==> src/rtl/pulse_train_pkg.sv <==
// pulse_train_pkg
//   Shared definitions for the pulse train generator: FSM state encoding and
//   the default counter width.
//   Optional feature macro used by the generator: PULSE_TRAIN_ABORT_EN.
package pulse_train_pkg;

  // Default width of tick/pulse counts and internal counters.
  localparam int CNT_W_DEFAULT = 16;

  typedef enum logic [1:0] {
    S_IDLE = 2'd0,
    S_HIGH = 2'd1,
    S_LOW  = 2'd2
  } pulse_state_t;

endpackage

==> src/rtl/pulse_train_generator_phase_timer.sv <==
// phase_timer
//   Loadable down-counter that times one phase (high or low) of the train.
//   Loading V makes the phase last V+1 cycles; expired is high while the count
//   is zero and the counter holds at zero (no wrap).
// Ports:
//   clk        in   1      clock
//   rst        in   1      synchronous reset, active-high (count -> 0)
//   load       in   1      load load_value on this edge (wins over counting)
//   load_value in   CNT_W  value to load (phase length minus one)
//   value      out  CNT_W  current count
//   expired    out  1      count has reached zero
module phase_timer #(
  parameter int CNT_W = 16
) (
  input  logic             clk,
  input  logic             rst,
  input  logic             load,
  input  logic [CNT_W-1:0] load_value,
  output logic [CNT_W-1:0] value,
  output logic             expired
);

  localparam logic [CNT_W-1:0] ZERO = {CNT_W{1'b0}};
  localparam logic [CNT_W-1:0] ONE  = {{(CNT_W-1){1'b0}}, 1'b1};

  logic [CNT_W-1:0] count_r;

  // Phase count register: reset, load, or count down and stick at zero.
  always_ff @(posedge clk) begin
    if (rst) begin
      count_r <= ZERO;
    end else if (load) begin
      count_r <= load_value;
    end else if (count_r != ZERO) begin
      count_r <= count_r - ONE;
    end else begin
      count_r <= count_r;
    end
  end

  assign value   = count_r;
  assign expired = (count_r == ZERO);

endmodule

==> src/rtl/pulse_train_generator.sv <==
// pulse_train_generator
//   Drives a registered line with a train of num_pulses pulses, each high for
//   high_ticks cycles and separated by low_ticks low cycles, on a start strobe.
//   Zero tick counts are treated as one; num_pulses==0 gives an empty train that
//   only strobes done. The final pulse skips its low phase, so done rises on the
//   cycle after the last high cycle.
// Ports:
//   clk        in   1      clock
//   rst        in   1      synchronous reset, active-high
//   start      in   1      one-cycle request, sampled only in IDLE
//   high_ticks in   CNT_W  cycles high per pulse
//   low_ticks  in   CNT_W  cycles low between pulses
//   num_pulses in   CNT_W  pulses in the train
//   pulse_out  out  1      generated line (registered)
//   busy       out  1      train in progress (registered)
//   done       out  1      one-cycle end-of-train strobe (registered)
//   abort      in   1      stop the train early (only with PULSE_TRAIN_ABORT_EN)
// Configuration macro: PULSE_TRAIN_ABORT_EN adds the abort port.
module pulse_train_generator
  import pulse_train_pkg::*;
#(
  parameter int CNT_W = CNT_W_DEFAULT
) (
  input  logic             clk,
  input  logic             rst,
  input  logic             start,
  input  logic [CNT_W-1:0] high_ticks,
  input  logic [CNT_W-1:0] low_ticks,
  input  logic [CNT_W-1:0] num_pulses,
  output logic             pulse_out,
  output logic             busy,
`ifdef PULSE_TRAIN_ABORT_EN
  output logic             done,
  input  logic             abort
`else
  output logic             done
`endif
);

  localparam logic [CNT_W-1:0] ZERO = {CNT_W{1'b0}};
  localparam logic [CNT_W-1:0] ONE  = {{(CNT_W-1){1'b0}}, 1'b1};

  pulse_state_t     state_r;
  pulse_state_t     state_next_s;
  logic [CNT_W-1:0] pulses_r;
  logic [CNT_W-1:0] pulses_next_s;
  logic [CNT_W-1:0] high_m1_r;
  logic [CNT_W-1:0] low_m1_r;
  logic [CNT_W-1:0] high_m1_s;
  logic [CNT_W-1:0] low_m1_s;
  logic             latch_s;
  logic             load_s;
  logic [CNT_W-1:0] load_val_s;
  logic             done_next_s;
  logic             abort_s;
  logic             pulse_out_r;
  logic             busy_r;
  logic             done_r;
  logic [CNT_W-1:0] timer_value_s;
  logic             timer_expired_s;

`ifdef PULSE_TRAIN_ABORT_EN
  assign abort_s = abort;
`else
  assign abort_s = 1'b0;
`endif

  // Phase lengths minus one; a zero request behaves like one cycle.
  assign high_m1_s = (high_ticks == ZERO) ? ZERO : (high_ticks - ONE);
  assign low_m1_s  = (low_ticks  == ZERO) ? ZERO : (low_ticks  - ONE);

  phase_timer #(
    .CNT_W (CNT_W)
  ) u_phase_timer (
    .clk        (clk),
    .rst        (rst),
    .load       (load_s),
    .load_value (load_val_s),
    .value      (timer_value_s),
    .expired    (timer_expired_s)
  );

  // Next-state, phase-timer load and pulse-count decisions.
  always_comb begin
    state_next_s  = state_r;
    pulses_next_s = pulses_r;
    latch_s       = 1'b0;
    load_s        = 1'b0;
    load_val_s    = ZERO;
    done_next_s   = 1'b0;
    case (state_r)
      S_IDLE: begin
        if (start) begin
          if (num_pulses != ZERO) begin
            state_next_s  = S_HIGH;
            latch_s       = 1'b1;
            load_s        = 1'b1;
            load_val_s    = high_m1_s;
            pulses_next_s = num_pulses;
          end else begin
            // Empty train: acknowledge immediately without leaving IDLE.
            done_next_s = 1'b1;
          end
        end else begin
          state_next_s = S_IDLE;
        end
      end
      S_HIGH: begin
        if (abort_s) begin
          state_next_s  = S_IDLE;
          pulses_next_s = ZERO;
          done_next_s   = 1'b1;
        end else if (timer_expired_s) begin
          if (pulses_r == ONE) begin
            // Last pulse: no trailing low phase.
            state_next_s  = S_IDLE;
            pulses_next_s = ZERO;
            done_next_s   = 1'b1;
          end else begin
            state_next_s  = S_LOW;
            pulses_next_s = pulses_r - ONE;
            load_s        = 1'b1;
            load_val_s    = low_m1_r;
          end
        end else begin
          state_next_s = S_HIGH;
        end
      end
      S_LOW: begin
        if (abort_s) begin
          state_next_s  = S_IDLE;
          pulses_next_s = ZERO;
          done_next_s   = 1'b1;
        end else if (timer_expired_s) begin
          state_next_s = S_HIGH;
          load_s       = 1'b1;
          load_val_s   = high_m1_r;
        end else begin
          state_next_s = S_LOW;
        end
      end
      default: begin
        state_next_s  = S_IDLE;
        pulses_next_s = ZERO;
      end
    endcase
  end

  // State, latched configuration and registered outputs.
  always_ff @(posedge clk) begin
    if (rst) begin
      state_r     <= S_IDLE;
      pulses_r    <= ZERO;
      high_m1_r   <= ZERO;
      low_m1_r    <= ZERO;
      pulse_out_r <= 1'b0;
      busy_r      <= 1'b0;
      done_r      <= 1'b0;
    end else begin
      state_r     <= state_next_s;
      pulses_r    <= pulses_next_s;
      if (latch_s) begin
        high_m1_r <= high_m1_s;
        low_m1_r  <= low_m1_s;
      end else begin
        high_m1_r <= high_m1_r;
        low_m1_r  <= low_m1_r;
      end
      pulse_out_r <= (state_next_s == S_HIGH);
      busy_r      <= (state_next_s == S_HIGH) || (state_next_s == S_LOW);
      done_r      <= done_next_s;
    end
  end

  assign pulse_out = pulse_out_r;
  assign busy      = busy_r;
  assign done      = done_r;

endmodule

==> config.mk <==
export PLATFORM = sky130hd
export DESIGN_NAME = pulse_train_generator
export DESIGN_NICKNAME = d
export VERILOG_FILES = /design/src/rtl/pulse_train_pkg.sv /design/src/rtl/pulse_train_generator_phase_timer.sv /design/src/rtl/pulse_train_generator.sv
export SDC_FILE = /design/constraint.sdc
export NUM_CORES = 1
export LEC_CHECK = 0
export CAP_MARGIN = 20
export CELL_PAD_IN_SITES_DETAIL_PLACEMENT = 2
export CELL_PAD_IN_SITES_GLOBAL_PLACEMENT = 2
export CORE_AREA = 5 5 114 116
export DETAILED_ROUTE_END_ITERATION = 8
export DIE_AREA = 0 0 119 121
export HOLD_SLACK_MARGIN = 0.06
export MAX_ROUTING_LAYER = met4
export PLACE_DENSITY_LB_ADDON = 0.1
export RECOVER_POWER = 50
export SLEW_MARGIN = 40
export SYNTH_ARGS = -nofsm -noshare
export SYNTH_HDL_FRONTEND = slang
export SYNTH_SLANG_ARGS = --single-unit
==> constraint.sdc <==
create_clock -name clk -period 3.65 [get_ports clk]
set_input_delay 1.095 -clock clk [delete_from_list [all_inputs] [get_ports clk]]
set_output_delay 1.095 -clock clk [all_outputs]
set_load 0.05 [all_outputs]
==> flow_summary.json <==
{
  "whs_endpoint": "high_m1_r[15]$_SDFFE_PP0P_",
  "design.core.area_mm2": 0.0118,
  "track_usage_pct": 22.6,
  "fin_nets": 645,
  "ant_nets": 0,
  "dieArea_mm2": 0.0144,
  "grt_max_degree": 36,
  "worstReg2RegStart": "pulses_r[4]$_SDFFE_PP0P_",
  "cp_data_arrival_time_ns": 3.60,
  "place_congestion": 0.834,
  "ys_warn_count": 0,
  "clock-sinks": 69,
  "path_clk_slew_ns": 0.06,
  "ys_ff_latch": 69,
  "grt_use_met3_pct": 4.66,
  "synth_area_leaders": "dfxtp_1, nand2_1, nor2_1, o21ai_0, xnor2_1",
  "min_path_cells": 2,
  "dpl.hpwl_um": 12000,
  "synth_area_mm2": 0.00404,
  "finClkSkew_ns": 0.00823,
  "htree_levels": 3,
  "postCtsResizedCells": 0,
  "synth_nets": 577,
  "seq_area_mm2": 0.00138,
  "power_density_mw_per_mm2": 524,
  "drive_gt1_share_pct": 10.5,
  "leakagePower_nw": 1.91,
  "maxCapViolations": 0,
  "ioPinCount": 54,
  "yosysTopAreaCell": "dfxtp_1",
  "drtPass1Iterations": 6,
  "critPathLaunchType": "input pin",
  "drt_iter0_drc": 200,
  "r2r_slack_ns": 0.87,
  "cp-end-kind": "flop",
  "synth-edff-count": 0,
  "cp.required_ns": 3.86,
  "placementRows": 40,
  "tritoncts": "done",
  "grt_overflow": 0,
  "clk_latency_ns": 0.34,
  "syn_to_final_growth_pct": 28.4,
  "drcViolationCount": 0,
  "grt_pass1_wl_um": 25200,
  "slew_headroom_pct": 46.9,
  "fp.dieH_um": 121,
  "cp-startpoint": "num_pulses[8]",
  "die_w_um": 119,
  "worst-path-max-fanout": 10,
  "cts-hold-fix-buffers": 0,
  "multiInputGateArea_mm2": 0.00253,
  "slew_viol_final": 0,
  "vias": 4242,
  "grt_use_met2_pct": 38.7,
  "synth_seq_area_share_pct": 34.2,
  "r2r_cells": 6,
  "finalCritPeriodShare_pct": 93.0,
  "wl_per_cell_um": 21.1,
  "start_util_pct": 34.2,
  "period_needed_ns": 3.39,
  "synthArstFlopShare_pct": 0,
  "synth_cells": 520,
  "port_buffers": 53,
  "tightestPinTransition_ns": 0.794,
  "r2r-end": "u_phase_timer.value[14]$_SDFFE_PP0P_",
  "timing.fmax_ghz": 0.295,
  "vdd_ir_drop_max_uv": 215,
  "yosys.cell_types.count": 60,
  "crit_type": "in2reg",
  "synth_top_area_share_pct": 34.2,
  "rsz0062_at_grt": "false",
  "synthFlopType": "dfxtp_1",
  "hp-start": "high_m1_r[15]$_SDFFE_PP0P_",
  "fill_cells": 1349,
  "grt.busiest_layer": "met2",
  "placed_cells": 724,
  "tns_ns": 0,
  "status": "finished, final reports clean",
  "grt_pass1_vias": 4592,
  "antenna_found_initial": 0,
  "cts_buffers": 9,
  "clockRootBuffer": "clkbuf_16",
  "syn_avg_cell_area_um2": 7.77,
  "wl_um": 15600,
  "report.final.hold_viol_count": 0,
  "stdcell_count": 740,
  "viasPerCell": 5.73,
  "use_met1_pct": 27.0,
  "diodes": 0,
  "clk_path_buf_depth": 2,
  "min_path_type": "reg2reg",
  "post_cts.repair.setup_buffers": 0,
  "finalSetupViolCount": 0
}
[layout make-up]
type	instances	share of cell area, %
clock buffers	9	4.34
multi-input cells	420	48.8
inverters	11	0.795
clock inverters	7	2.34
flip-flops and latches	69	26.6
well taps	147	3.54
repair buffers	77	13.5
[Yosys cell counts, types with 4 or more instances]
master    number
a211oi_1      11
a21oi_1       33
a221oi_1       7
a22oi_1       14
a311oi_1       4
and2_1         4
buf_2          7
clkbuf_1      11
dfxtp_1       69
ha_1           6
inv_1         11
nand2_1       74
nand2b_1       6
nand3_1        9
nand4_1        8
nor2_1        56
nor2b_1        5
nor3_1        22
nor3b_1        6
nor4_1        11
o211ai_1       5
o21ai_0       41
o41ai_1        4
or3_1          5
xnor2_1       20
xor2_1        17
[per-stage QoR]
step | setup WS, ns | hold slack, ns | utilization (%) | area (µm²) | total power, mW
global placement | 0.0943 | 0.440 | 41.1 | 4860 | 1.65
CTS | 0.391 | 0.463 | 44.1 | 5210 | 2.74
global route | 0.123 | 0.485 | 44.0 | 5190 | 2.85
detailed placement | 0.0528 | 0.454 | 41.2 | 4870 | 1.69
finish | 0.256 | 0.460 | 44.0 | 5190 | 2.72
floorplan | 0.893 | 0.420 | - | 4040 | 1.39
[cell usage in the layout, fill, tap and decap left out, drive strengths merged, types with 4 or more instances in the layout]
cell type	count
a221oi	7
and2	5
o41ai	4
a311oi	4
o211ai	6
nand2b	6
nand2	76
clkdlybuf4s50	49
nand4	8
inv	13
buf	21
nor2	58
a21oi	33
xnor2	20
nor4	15
nand3	9
nor3b	6
or3	6
a211oi	12
nor3	23
ha	6
o21ai	42
dfxtp	69
clkbuf	13
xor2	17
nor2b	5
a22oi	14
[cells by family after synthesis]
logic type               share of synthesized area [%]
flip-flops                                        34.2
buffers and inverters                             3.37
adder cells (fa/ha/maj)                           1.86
AO/OA/AOI/OAI                                     22.9
AND/OR/NAND/NOR                                   29.1
multiplexers                                     0.557
XOR/XNOR                                          8.02
[metal layers]
layer / part of all wire, % / vias to the layer above / wire [µm]
met4: 2.2 / 0 / 340
met2: 50 / 83 / 7730
met5: 0 / - / 0
met1: 45 / 2107 / 7020
li1: - / 2028 / -
met3: 3.3 / 24 / 516
[how the worst max path moves through the flow]
| stage | to | cells after the start | slack, ns |
|---|---|---|---|
| 5_1_grt | u_phase_timer.value[6]$_SDFFE_PP0P_ | 9 | 0.12 |
| 4_1_cts | u_phase_timer.value[2]$_SDFFE_PP0P_ | 8 | 0.39 |
| 6_report | u_phase_timer.value[11]$_SDFFE_PP0P_ | 9 | 0.26 |
| 3_5_place_dp | u_phase_timer.value[2]$_SDFFE_PP0P_ | 8 | 0.05 |
| 2_1_floorplan | low_m1_r[10]$_SDFFE_PP0P_ | 7 | 0.89 |
| 3_3_place_gp | u_phase_timer.value[14]$_SDFFE_PP0P_ | 9 | 0.09 |
[registers in the layout, summed over array words and instances (netlist names)]
signal               count
done                     1
state_r                  2
busy                     1
u_phase_timer.value     16
pulse_out                1
high_m1_r               16
pulses_r                16
low_m1_r                16
[worst max-delay path, stage by stage]
cell	delay, ns
clkdlybuf4s50_1	0.43
nor4_1	0.49
nand4_1	0.16
clkbuf_1	0.23
o211ai_2	0.12
clkbuf_1	0.35
nor2_1	0.18
a221oi_1	0.40
a211oi_1	0.15
[power breakdown]
part	internal (mW)	total, mW	switching [mW]
registers	0.839	0.928	0.0897
clock network	0.672	1.04	0.365
logic	0.305	0.754	0.449
total	1.82	2.72	0.903
Power figures use the tool's default switching activity.
